## src/rtl/uc_pkg.sv

```systemverilog
// Shared types and constants for the multicycle MIPS control unit.
package uc_pkg;

  typedef enum logic [2:0] {
    S_IDLE,
    S_FETCH,
    S_DECODE,
    S_EXEC,
    S_MEM,
    S_WB,
    S_TRAP
  } uc_state_t;

  localparam logic [5:0] OP_RTYPE = 6'h00;
  localparam logic [5:0] OP_LW    = 6'h23;
  localparam logic [5:0] OP_SW    = 6'h2B;
  localparam logic [5:0] OP_BEQ   = 6'h04;
  localparam logic [5:0] OP_ADDI  = 6'h08;
  localparam logic [5:0] OP_J     = 6'h02;

  localparam logic [2:0] ALU_ADD   = 3'b000;
  localparam logic [2:0] ALU_FUNCT = 3'b001;
  localparam logic [2:0] ALU_SUB   = 3'b010;

  typedef struct packed {
    logic is_r;
    logic is_lw;
    logic is_sw;
    logic is_beq;
    logic is_addi;
    logic is_j;
    logic illegal;
  } uc_dec_t;

endpackage

```

## src/rtl/uc_op_decode.sv

```systemverilog
// Combinational opcode classifier for the multicycle control unit.
module uc_op_decode
  import uc_pkg::*;
#(
  parameter int unsigned OP_W = 6
) (
  input  logic [OP_W-1:0] i_op,
  output uc_dec_t         o_dec
);

  always_comb begin
    o_dec = '0;
    case (i_op)
      OP_W'(OP_RTYPE): o_dec.is_r    = 1'b1;
      OP_W'(OP_LW):    o_dec.is_lw   = 1'b1;
      OP_W'(OP_SW):    o_dec.is_sw   = 1'b1;
      OP_W'(OP_BEQ):   o_dec.is_beq  = 1'b1;
      OP_W'(OP_ADDI):  o_dec.is_addi = 1'b1;
      OP_W'(OP_J):     o_dec.is_j    = 1'b1;
      default:         o_dec.illegal = 1'b1;
    endcase
  end

endmodule

```

## src/rtl/uc_multiciclo.sv

```systemverilog
// Multicycle MIPS control unit: FETCH/DECODE/EXEC/MEM/WB sequencer with memory
// wait states and illegal-opcode trap. Define UC_PERF_CNT_EN for the retired-instruction counter.
module uc_multiciclo
  import uc_pkg::*;
#(
  parameter int unsigned OP_W    = 6,
  parameter int unsigned ALUOP_W = 3,
  parameter int unsigned CNT_W   = 32
) (
  input  logic               clk,
  input  logic               rst_n,
  input  logic               en,
  input  logic [OP_W-1:0]    op,
  input  logic               mem_ready,
  output logic               RegWrite,
  output logic               MemtoReg,
  output logic               MemRead,
  output logic               MemWrite,
  output logic               IorD,
  output logic               IRWrite,
  output logic               PCWrite,
  output logic               PCWriteCond,
  output logic               RegDst,
  output logic               ALUSrc,
  output logic [ALUOP_W-1:0] ALUop,
  output logic               trap,
  output logic               busy,
  output logic [CNT_W-1:0]   instr_cnt
);

  uc_state_t       r_state;
  uc_state_t       w_next;
  uc_state_t       w_boundary;
  logic [OP_W-1:0] r_op_q;
  logic [OP_W-1:0] w_dec_op;
  logic [2:0]      w_alu_code;
  uc_dec_t         w_dec;

  // One decoder serves both the live IR opcode (in DECODE) and the latched op_q.
  assign w_dec_op = (r_state == S_DECODE) ? op : r_op_q;

  uc_op_decode #(.OP_W(OP_W)) u_dec (
    .i_op  (w_dec_op),
    .o_dec (w_dec)
  );

  always_ff @(posedge clk) begin
    if (!rst_n) begin
      r_state <= S_IDLE;
      r_op_q  <= '0;
    end else begin
      r_state <= w_next;
      if (r_state == S_DECODE) r_op_q <= op;
    end
  end

  assign w_boundary = en ? S_FETCH : S_IDLE;
  assign busy       = (r_state != S_IDLE);
  assign ALUop      = ALUOP_W'(w_alu_code);

  always_comb begin
    w_next      = r_state;
    w_alu_code  = ALU_ADD;
    RegWrite    = 1'b0;
    MemtoReg    = 1'b0;
    MemRead     = 1'b0;
    MemWrite    = 1'b0;
    IorD        = 1'b0;
    IRWrite     = 1'b0;
    PCWrite     = 1'b0;
    PCWriteCond = 1'b0;
    RegDst      = 1'b0;
    ALUSrc      = 1'b0;
    trap        = 1'b0;
    case (r_state)
      S_IDLE: begin
        if (en) w_next = S_FETCH;
      end
      S_FETCH: begin
        MemRead = 1'b1;
        if (mem_ready) begin
          IRWrite = 1'b1;
          PCWrite = 1'b1;
          w_next  = S_DECODE;
        end
      end
      S_DECODE: begin
        if (w_dec.illegal) begin
          w_next = S_TRAP;
        end else if (w_dec.is_j) begin
          PCWrite = 1'b1;
          w_next  = w_boundary;
        end else begin
          w_next = S_EXEC;
        end
      end
      S_EXEC: begin
        if (w_dec.is_r) begin
          w_alu_code = ALU_FUNCT;
          w_next     = S_WB;
        end else if (w_dec.is_lw || w_dec.is_sw || w_dec.is_addi) begin
          ALUSrc = 1'b1;
          w_next = w_dec.is_addi ? S_WB : S_MEM;
        end else if (w_dec.is_beq) begin
          w_alu_code  = ALU_SUB;
          PCWriteCond = 1'b1;
          w_next      = w_boundary;
        end else begin
          w_next = S_TRAP;
        end
      end
      S_MEM: begin
        IorD     = 1'b1;
        MemRead  = w_dec.is_lw;
        MemWrite = w_dec.is_sw;
        if (mem_ready) w_next = w_dec.is_lw ? S_WB : w_boundary;
      end
      S_WB: begin
        RegWrite = 1'b1;
        MemtoReg = w_dec.is_lw;
        RegDst   = w_dec.is_r;
        w_next   = w_boundary;
      end
      S_TRAP: begin
        trap = 1'b1;
      end
      default: begin
        w_next = S_IDLE;
      end
    endcase
  end

`ifdef UC_PERF_CNT_EN
  logic             w_retire;
  logic [CNT_W-1:0] r_instr_cnt;

  // Retirement points: J leaving DECODE, BEQ leaving EXEC, SW leaving MEM, the rest leaving WB.
  assign w_retire = ((r_state == S_DECODE) && w_dec.is_j)
                 || ((r_state == S_EXEC)   && w_dec.is_beq)
                 || ((r_state == S_MEM)    && w_dec.is_sw && mem_ready)
                 ||  (r_state == S_WB);

  always_ff @(posedge clk) begin
    if (!rst_n)        r_instr_cnt <= '0;
    else if (w_retire) r_instr_cnt <= r_instr_cnt + CNT_W'(1);
  end

  assign instr_cnt = r_instr_cnt;
`else
  assign instr_cnt = '0;
`endif

endmodule

```

## config.mk

```make
export PLATFORM = sky130hd
export DESIGN_NAME = uc_multiciclo
export DESIGN_NICKNAME = d
export VERILOG_FILES = /design/src/rtl/uc_pkg.sv /design/src/rtl/uc_op_decode.sv /design/src/rtl/uc_multiciclo.sv
export SDC_FILE = /design/constraint.sdc
export NUM_CORES = 1
export LEC_CHECK = 0
export BUFFER_PORTS_ARGS = -buffer_cell sky130_fd_sc_hd__buf_2
export CORE_MARGIN = 2
export CORE_UTILIZATION = 45
export DETAILED_ROUTE_END_ITERATION = 8
export GPL_ROUTABILITY_DRIVEN = 1
export PLACE_DENSITY = 0.8
export SETUP_SLACK_MARGIN = 0.05
export SKIP_LAST_GASP = 1
export SYNTH_ARGS = -nofsm -noshare
export SYNTH_HDL_FRONTEND = slang
export SYNTH_SLANG_ARGS = --single-unit
```

## constraint.sdc

```tcl
create_clock -name clk -period 2.4 [get_ports clk]
set_clock_uncertainty 0.15 [all_clocks]
set_input_delay 0.48 -clock clk [delete_from_list [all_inputs] [get_ports clk]]
set_output_delay 0.48 -clock clk [all_outputs]
set_load 0.02 [all_outputs]
```

==> results of run 1 <==
[worst max path at each step]
stage	startpoint	end	slack, ns	cells past startpoint
6_report	r_state[1]$_SDFFE_PN0P_	ALUSrc	0.06	5
4_1_cts	r_op_q[3]$_SDFF_PN0_	ALUSrc	0.05	5
3_3_place_gp	op[1]	RegDst	0.06	6
5_1_grt	r_state[1]$_SDFFE_PN0P_	ALUSrc	-0.02	5
2_1_floorplan	op[3]	ALUop[1]	0.06	5
3_5_place_dp	op[1]	RegDst	0.05	6
[layout make-up]
class | instances | area, um^2 | share of cell area, %
timing repair buffer | 34 | 210.2 | 17.00
clock buffer | 4 | 26.28 | 2.125
sequential | 9 | 187.7 | 15.18
multi-input combinational | 120 | 765.7 | 61.94
inverter | 3 | 11.26 | 0.9109
tap | 28 | 35.03 | 2.834
[timing repair]
action / in CTS / in global routing
gates cloned: 1 / 0
gates resized for setup: 9 / 8
endpoints found under the setup margin: 6 / 7
buffers inserted: 2 / 3
pin swaps: 2 / 6
[kinds of logic after synthesis]
kind of cell / Yosys count
and+or+nand+nor: 62
buffers and inverters: 42
AOI/OAI and AO/OA: 21
DFF: 9
muxes: 2
adders and majority gates: 1
other: 1
[critical path, cell delays in order (launching register included)]
cell     delay, ns
dfxtp_4       0.37
nor3b_4       0.29
mux2i_2       0.34
nand4_1       0.17
nor2_1        0.12
buf_4         0.14
[stage by stage]
step	utilization [%]	hold WS (ns)	total power, mW	setup TNS, ns	area (um^2)
floorplan	-	0.3268	0.4823	0	1191
global placement	49.13	0.3435	0.5062	0	1097
detailed placement	49.13	0.3670	0.5135	0	1097
CTS	53.17	0.3546	0.6711	0	1187
global route	55.35	0.3774	0.7419	-0.02327	1236
finish	55.35	0.3545	0.6970	0	1236
[sequential cells by signal (all words and copies together) (netlist names)]
name,count
r_op_q,6
r_state,3
[metal layers]
layer | vias up | global-route usage (%)
met3 | 5 | 2.286
met4 | 0 | 6.410
met1 | 452 | 23.50
li1 | 479 | -
met5 | - | 0
met2 | 45 | 31.25
[power groups by stage]
stage / Sequential (mW) / Combinational (mW) / Clock, mW
floorplan: 0.185 / 0.298 / 0
detailed placement: 0.195 / 0.318 / 0
global route: 0.205 / 0.404 / 0.133
CTS: 0.198 / 0.345 / 0.128
finish: 0.201 / 0.368 / 0.128
global placement: 0.194 / 0.312 / 0
[placed cells by master, fill, tap and decap left out, types with 3 or more instances in the layout]
cell type	count
dfxtp_1	5
conb_1	33
dfxtp_2	3
and2_1	4
a21boi_0	4
nand3_1	5
buf_4	16
nor2_1	13
nor3_1	4
nand2_1	16
clkbuf_4	3
inv_1	3
buf_2	18
==> impl_metrics.env, run 1 <==
export IMPL_synth_top_cell_area_share_pct=24.00
export IMPL_yosys_warnings=0
export IMPL_hp_start="op[5]"
export IMPL_finalNonFillerCells=198
export IMPL_dr_pass1_iters=4
export IMPL_grt_pass1_vias=835
export IMPL_cts_clk_slew_worst_paths_ns=0.07
export IMPL_r2r_end="r_state[0]$_SDFFE_PN0P_"
export IMPL_power_internal_mw=0.3825
export IMPL_syn_area_mm2=0.001064
export IMPL_core_mm2=0.002233
export IMPL_reg2reg_slack_ns=0.44
export IMPL_fillers=214
export IMPL_yosysMostFrequentCell="buf_4"
export IMPL_yosysTopAreaCell="buf_4"
export IMPL_hold_class="input port to register"
export IMPL_yosys_area_share_xor_xnor_pct=0
export IMPL_via_per_inst=4.955
export IMPL_cp_required_ns=1.77
export IMPL_setup_viol=0
export IMPL_dieWidth_um=52.62
export IMPL_cts_buffers=3
export IMPL_via_count=981
export IMPL_synth_edf_count=0
export IMPL_finalWirelength_mm=2.461
export IMPL_peakVddDrop_v=0.0003417
export IMPL_chipHeight_um=52.62
export IMPL_worst_setup_path_type="register to output port"
export IMPL_max_freq_mhz=427.7
export IMPL_worst_slack_ns=0.06177
export IMPL_finalCriticalPeriod_ns=2.338
export IMPL_period_share_pct=97.43
export IMPL_dp_slack_ns=0.04688
export IMPL_pwr_share_comb_pct=52.8
export IMPL_p_switching_mw=0.3145
export IMPL_highest_layer="met4"
export IMPL_port_buffers=23
export IMPL_ys_ff_latch=9
export IMPL_start_util_pct=47.62
export IMPL_dpl_cell_count=188
export IMPL_worst_ep_arrival_time_ns=1.71
export IMPL_synthTopCellsByCount="34 x buf_4, 16 x nand2_1, 14 x nor2_1, 9 x dfxtp_1"
export IMPL_grt_overflow=0
export IMPL_async_flop_share_pct=0
export IMPL_insertion_delay_ns=0.27
export IMPL_cts_buffer_depth=2
export IMPL_nets=181
export IMPL_cap_viol_max_count=0
export IMPL_synth_area_leaders="buf_4 24%, dfxtp_1 17%, nand2_1 5.6%"
export IMPL_synthMuxAreaShare_pct=1.882
export IMPL_slew_viol_final=0
export IMPL_route_met2_wl_mm=1.258
export IMPL_die_area_mm2=0.002768
export IMPL_ant_nets=0
export IMPL_finalHoldViolCount=0
export IMPL_synth_fa_ha_area_share_pct=0.9412
export IMPL_cts_sinks=9
export IMPL_insertedDiodeCount=0
export IMPL_synth_top_family_by_area="simple AND/OR/NAND/NOR gates"
export IMPL_synthDistinctLibCells=43
export IMPL_power_density_mw_per_mm2=563.9
export IMPL_min_to="r_op_q[5]$_SDFF_PN0_"
export IMPL_gp_congestion=0.8653
export IMPL_hpwl_mm=1.773
export IMPL_cts_tree="done"
export IMPL_grt_pass1_wl_mm=3.836
export IMPL_area_growth_pct=16.24
export IMPL_status="finished clean"
export IMPL_reg2reg_from="r_state[1]$_SDFFE_PN0P_"
export IMPL_drt_met1_wl_um=996
export IMPL_rsz0062_at_grt="yes"
export IMPL_h_tree_depth=1
export IMPL_dominantRegCellSynth="dfxtp_1"
export IMPL_drc=0
export IMPL_wl_met3_um=160
export IMPL_end_kind="output port"
export IMPL_leakage_nw=0.5623
export IMPL_cts_hold_buf=0
export IMPL_drive_above_1_share_pct=35.29
export IMPL_min_path_cells=3
export IMPL_dr_first_iter_drc_count=27
export IMPL_row_count=17
export IMPL_root_buffer="clkbuf_4"
export IMPL_synth_compound_area_share_pct=18.24
export IMPL_critPathMaxFanout=6
export IMPL_swShare_pct=45.12
export IMPL_synth_simple_gate_area_share_pct=33.41
export IMPL_ys_seq_area_share_pct=16.94
export IMPL_synthCells=138
export IMPL_power_frac_clock_pct=18.3
export IMPL_syn_avg_cell_area_um2=7.707
export IMPL_rr_worst_depth=7
export IMPL_wl_per_cell_um=12.43
export IMPL_antenna_found_initial=0
export IMPL_grt_usage_pct=18.35
export IMPL_grt_max_degree=12
export IMPL_ios=57
export IMPL_power_frac_seq_pct=28.9
export IMPL_critPathLaunchType="register"
No activity file was read; power rests on OpenSTA's default activity.
==> run 2, diff against run 1 <==
--- a/config.mk
+++ b/config.mk
@@ -6,7 +6,6 @@
 export NUM_CORES = 1
 export LEC_CHECK = 0
 export BUFFER_PORTS_ARGS = -buffer_cell sky130_fd_sc_hd__buf_2
-export CORE_MARGIN = 2
 export CORE_UTILIZATION = 45
 export DETAILED_ROUTE_END_ITERATION = 8
 export GPL_ROUTABILITY_DRIVEN = 1
@@ -16,3 +15,4 @@
 export SYNTH_ARGS = -nofsm -noshare
 export SYNTH_HDL_FRONTEND = slang
 export SYNTH_SLANG_ARGS = --single-unit
+export TNS_END_PERCENT = 10
==> constraint.sdc (replaced) <==
create_clock -name clk -period 2.4 [get_ports clk]
set_clock_uncertainty 0.15 [all_clocks]
set_input_delay 0.12 -clock clk [delete_from_list [all_inputs] [get_ports clk]]
set_output_delay 0.12 -clock clk [all_outputs]
set_load 0.02 [all_outputs]
==> impl_metrics.env, run 2 (synthesis gave the netlist of run 1 again) <==
export IMPL_status="finished clean"
export IMPL_slew_limit_headroom_pct=66.28
export IMPL_row_count=17
export IMPL_rsz0062_at_grt="no"
export IMPL_slew_viol_final=0
export IMPL_slowest_delay_ns=0.51
export IMPL_critPathLaunchType="register"
export IMPL_cts_tree="done"
export IMPL_critPathSlowestCell="or3b_4"
export IMPL_cts_buffers=3
export IMPL_cts_clk_slew_worst_paths_ns=0.06
export IMPL_largestRegisters="r_op_q x6, r_state x3"
export IMPL_grt_max_degree=16
export IMPL_period_share_pct=92.52
export IMPL_dieWidth_um=50.62
export IMPL_largest_reg_flops=6
export IMPL_layout_common_cells="33 x conb_1, 23 x buf_2, 16 x nand2_1, 14 x nor2_1, 8 x dfxtp_1"
export IMPL_r2r_end="r_state[0]$_SDFFE_PN0P_"
export IMPL_insertion_delay_ns=0.27
export IMPL_cap_viol_max_count=0
export IMPL_cts_setup_buffers=0
export IMPL_h_tree_depth=1
export IMPL_area_growth_pct=5.765
export IMPL_grt_pass1_wl_mm=3.305
export IMPL_leakage_nw=0.5209
export IMPL_peakVddDrop_v=0.0002561
export IMPL_crit_start="r_state[1]$_SDFFE_PN0P_"
export IMPL_ios=57
export IMPL_max_freq_mhz=450.4
export IMPL_cts_sinks=9
export IMPL_cp_required_ns=2.13
export IMPL_die_area_mm2=0.002562
export IMPL_design_area_mm2=0.001125
export IMPL_min_to="r_state[2]$_SDFFE_PN0P_"
export IMPL_regMostFlops="r_op_q"
export IMPL_grt_usage_pct=17.03
export IMPL_root_buffer="clkbuf_4"
export IMPL_end_kind="output port"
export IMPL_setup_tns_ns=0
export IMPL_chipHeight_um=50.62
export IMPL_via_count=950
export IMPL_drc=0
export IMPL_worst_slew_pin_slew_ns=0.5012
export IMPL_finalCriticalPeriod_ns=2.220
export IMPL_final_util_pct=50.85
export IMPL_reg2reg_from="r_state[1]$_SDFFE_PN0P_"
export IMPL_setup_viol=0
export IMPL_worst_setup_path_type="register to output port"
export IMPL_insertedDiodeCount=0
export IMPL_rr_worst_depth=5
export IMPL_core_mm2=0.002212
export IMPL_antenna_found_initial=0
export IMPL_critPathMaxFanout=15
export IMPL_placed_cell_area_mm2=0.001052
export IMPL_cp_top_family="simple AND/OR/NAND/NOR gates"
export IMPL_gp_congestion=0.8514
export IMPL_reg2reg_slack_ns=0.47
export IMPL_drive_above_1_share_pct=25.15
export IMPL_final_common_cell="conb_1"
export IMPL_via_per_inst=4.974
export IMPL_hold_class="input port to register"
export IMPL_grt_pass1_vias=745
export IMPL_hpwl_mm=1.649
export IMPL_port_buffers=23
export IMPL_wl_per_cell_um=10.98
export IMPL_finalHoldViolCount=0
export IMPL_cp_cell_sequence="or3b_4, a32oi_2, nand2_1, nor2_1, buf_2"
export IMPL_hp_start="rst_n"
export IMPL_power_density_mw_per_mm2=553.2
export IMPL_nets=174
export IMPL_start_util_pct=48.08
export IMPL_dr_pass1_iters=4
export IMPL_critical_path_buf_inv_count=1
export IMPL_min_path_cells=2
export IMPL_ant_nets=0
export IMPL_cts_buffer_depth=2
export IMPL_dr_first_iter_drc_count=41
export IMPL_grt_overflow=0
export IMPL_finalWirelength_mm=2.098
export IMPL_worst_ep_arrival_time_ns=1.95
[run 2: changes by cell type in the layout (fill, tap and decap cells not counted), moves of 3 or more]
| cell | change |
|---|---|
| dfxtp_1 | +3 |
| dlygate4sd3_1 | +4 |
| buf_4 | -15 |
| buf_2 | +5 |
[run 2: final cells by class]
| type | count | area [um^2] |
|---|---|---|
| inverters | 3 | 11.26 |
| fillers | 208 | 1087 |
| well taps | 28 | 35.03 |
| flip-flops and latches | 9 | 181.4 |
| repair buffers | 28 | 162.7 |
| clock buffers | 4 | 26.28 |
| multi-input cells | 119 | 708.2 |
[run 2: timing repair]
item                                    CTS  global route
endpoints found under the hold margin     4             0
resized for setup                         0             2
hold buffers                              4             0
endpoints found under the setup margin    0             5
[run 2: stage by stage]
| step | cells | worst slack [ns] | hold slack [ns] | total power [mW] |
|---|---|---|---|---|
| after floorplan | 170 | 0.4129 | 0.1149 | 0.4797 |
| after global placement | 183 | 0.4104 | 0.2630 | 0.4862 |
| after detailed placement | 183 | 0.3762 | 0.2804 | 0.4923 |
| after CTS | 191 | 0.07271 | 0.01412 | 0.6218 |
| after global routing | 191 | 0.07881 | 0.04289 | 0.6666 |
| final | 191 | 0.1796 | 0.02780 | 0.6223 |
[run 2: layer usage]
metal	global-route usage, %	wire length, um	vias up
met5	0	0	-
met4	6.944	27	0
met3	3.030	207	3
met2	26.67	1017	61
met1	22.78	845	424
li1	-	-	462
[run 2: power breakdown]
group	total, mW	internal (mW)	switching, mW
combinational	0.295	0.105	0.190
sequential	0.207	0.168	0.0388
clock	0.121	0.0643	0.0566
[run 2: worst max-delay path by stage]
stage	endpoint	slack, ns	cells past startpoint
after global routing	ALUSrc	0.08	5
after detailed placement	r_state[0]$_SDFFE_PN0P_	0.38	5
final	ALUSrc	0.18	5
after floorplan	ALUop[1]	0.41	7
after CTS	ALUSrc	0.07	5
after global placement	ALUSrc	0.41	5
[run 2: worst register-to-register path, stage by stage, from the launching register on]
cell and delay (ns):
dfxtp_2 0.46, nor3b_4 0.25, mux2i_1 0.44, o31a_1 0.24, o211ai_1 0.11, a311oi_2 0.19
==> run 3, diff against run 2 <==
==> constraint.sdc (replaced) <==
create_clock -name clk -period 2.4 [get_ports clk]
set_clock_uncertainty 0.15 [all_clocks]
set_input_delay 0.48 -clock clk [delete_from_list [all_inputs] [get_ports clk]]
set_output_delay 0.48 -clock clk [all_outputs]
set_load 0.02 [all_outputs]
==> impl_metrics.env, run 3 (synthesis gave the netlist of run 1 again) <==
export IMPL_status="finished clean"
export IMPL_ant_nets=0
export IMPL_ios=57
export IMPL_worst_slack_ns=0.01816
export IMPL_rsz0062_at_grt="yes"
export IMPL_p_total_mw=0.6855
export IMPL_final_common_cell="conb_1"
export IMPL_cts_buffers=3
export IMPL_cts_sinks=9
export IMPL_cap_viol_max_count=0
export IMPL_core_mm2=0.002212
export IMPL_cp_top_family="simple AND/OR/NAND/NOR gates"
export IMPL_grt_overflow=0
export IMPL_largestRegisters="r_op_q x6, r_state x3"
export IMPL_wl_per_cell_um=12.63
export IMPL_finalWirelength_mm=2.500
export IMPL_whs_ns=0.3510
export IMPL_grt_pass1_vias=839
export IMPL_start_util_pct=48.08
export IMPL_power_frac_seq_pct=29.7
export IMPL_power_density_mw_per_mm2=553.4
export IMPL_nets=181
export IMPL_slowest_delay_ns=0.47
export IMPL_row_count=17
export IMPL_port_buffers=23
export IMPL_critical_path_buf_inv_count=1
export IMPL_grt_pass1_wl_mm=3.732
export IMPL_h_tree_depth=1
export IMPL_hpwl_mm=1.764
export IMPL_power_frac_clock_pct=17.5
export IMPL_cts_clk_slew_worst_paths_ns=0.07
export IMPL_antenna_found_initial=0
export IMPL_via_count=977
export IMPL_finalCriticalPeriod_ns=2.382
export IMPL_dr_pass1_iters=6
export IMPL_layout_common_cells="33 x conb_1, 17 x buf_2, 16 x nand2_1, 16 x buf_4, 13 x nor2_1"
export IMPL_via_per_inst=4.934
export IMPL_insertedDiodeCount=0
export IMPL_design_area_mm2=0.001239
export IMPL_setup_viol=0
export IMPL_critPathSlowestCell="or3b_4"
export IMPL_area_growth_pct=16.47
export IMPL_period_share_pct=99.24
export IMPL_hold_class="input port to register"
export IMPL_dp_slack_ns=-0.008993
export IMPL_placed_cell_area_mm2=0.001085
export IMPL_insertion_delay_ns=0.26
export IMPL_dieWidth_um=50.62
export IMPL_cts_buffer_depth=2
export IMPL_chipHeight_um=50.62
export IMPL_drive_above_1_share_pct=34.71
export IMPL_dr_first_iter_drc_count=10
export IMPL_grt_max_degree=12
export IMPL_critPathMaxFanout=8
export IMPL_die_area_mm2=0.002562
export IMPL_cts_hold_buf=0
export IMPL_peakVddDrop_v=0.0003228
export IMPL_regMostFlops="r_op_q"
export IMPL_finalHoldViolCount=0
export IMPL_power_internal_mw=0.3826
export IMPL_worst_setup_path_type="register to output port"
export IMPL_pwr_share_comb_pct=52.8
export IMPL_gp_congestion=0.8435
export IMPL_drc=0
export IMPL_slew_viol_final=0
export IMPL_cp_cell_sequence="or3b_4, and4b_4, a31oi_4, nor2_2, buf_4"
export IMPL_cp_required_ns=1.77
export IMPL_worst_ep_arrival_time_ns=1.75
export IMPL_leakage_nw=0.5702
export IMPL_critPathLaunchType="register"
export IMPL_p_switching_mw=0.3030
export IMPL_cts_tree="done"
export IMPL_end_kind="output port"
export IMPL_max_freq_mhz=419.8
export IMPL_swShare_pct=44.19
export IMPL_largest_reg_flops=6
export IMPL_root_buffer="clkbuf_4"
export IMPL_grt_usage_pct=19.00
==> run 3: changes by cell type in the layout (fill, tap and decap cells not counted), sizes merged <==
cell / before / now
dlygate4sd3: 4 / 0
buf: 24 / 35
==> run 3: final timing paths <==
kind / from / end / slack, ns / cells past startpoint
hold reg to reg: r_op_q[3]$_SDFF_PN0_ / r_op_q[3]$_SDFF_PN0_ / 0.39 / 2
hold / removal: op[3] / r_op_q[3]$_SDFF_PN0_ / 0.35 / 3
setup reg to reg: r_state[1]$_SDFFE_PN0P_ / r_state[2]$_SDFFE_PN0P_ / 0.44 / 7
setup / recovery: r_state[1]$_SDFFE_PN0P_ / PCWriteCond / 0.02 / 5
==> run 3: worst reg2reg max path, delay by kind of cell (launching register included) <==
family	cells	cell delay (ns)
buffers and inverters	2	0.28
and+or+nand+nor	2	0.67
DFF	1	0.37
AOI/OAI and AO/OA	3	0.38
==> run 3: power groups by stage <==
stage / logic [mW] / registers, mW / clock network, mW
after floorplan: 0.296 / 0.185 / 0
after global placement: 0.298 / 0.198 / 0
after detailed placement: 0.306 / 0.200 / 0
after CTS: 0.341 / 0.200 / 0.123
after global routing: 0.393 / 0.206 / 0.140
final: 0.362 / 0.204 / 0.120
==> run 3: cell type report <==
class                           instances  area [um^2]
Inverter                                3        11.26
Tap cell                               28        35.03
Clock buffer                            4        26.28
Fill cell                             215        973.4
Multi-Input combinational cell        119        744.5
Timing Repair Buffer                   35        231.5
Sequential cell                         9        190.2
==> run 3: layer usage <==
layer / wire length (um) / vias to the layer above / part of all wire [%] / track usage (%)
li1: - / 480 / - / -
met1: 1016 / 461 / 41 / 23.16
met2: 1357 / 36 / 54 / 33.33
met3: 125 / 0 / 5.0 / 3.030
met4: 0 / 0 / 0 / 6.481
met5: 0 / - / 0 / 0
==> run 3: through the flow <==
step,std cells,setup TNS [ns],util [%]
after floorplan,170,0,-
final,198,0,56.00
after detailed placement,187,-0.008993,49.04
after CTS,196,0,53.85
after global routing,198,-0.09092,56.00
after global placement,187,0,49.04
==> run 3: repair_timing <==
action,CTS,global route
setup buffers,5,2
gates resized for setup,11,10
setup endpoints to repair,6,6
cloned,0,0
pin swaps,5,4
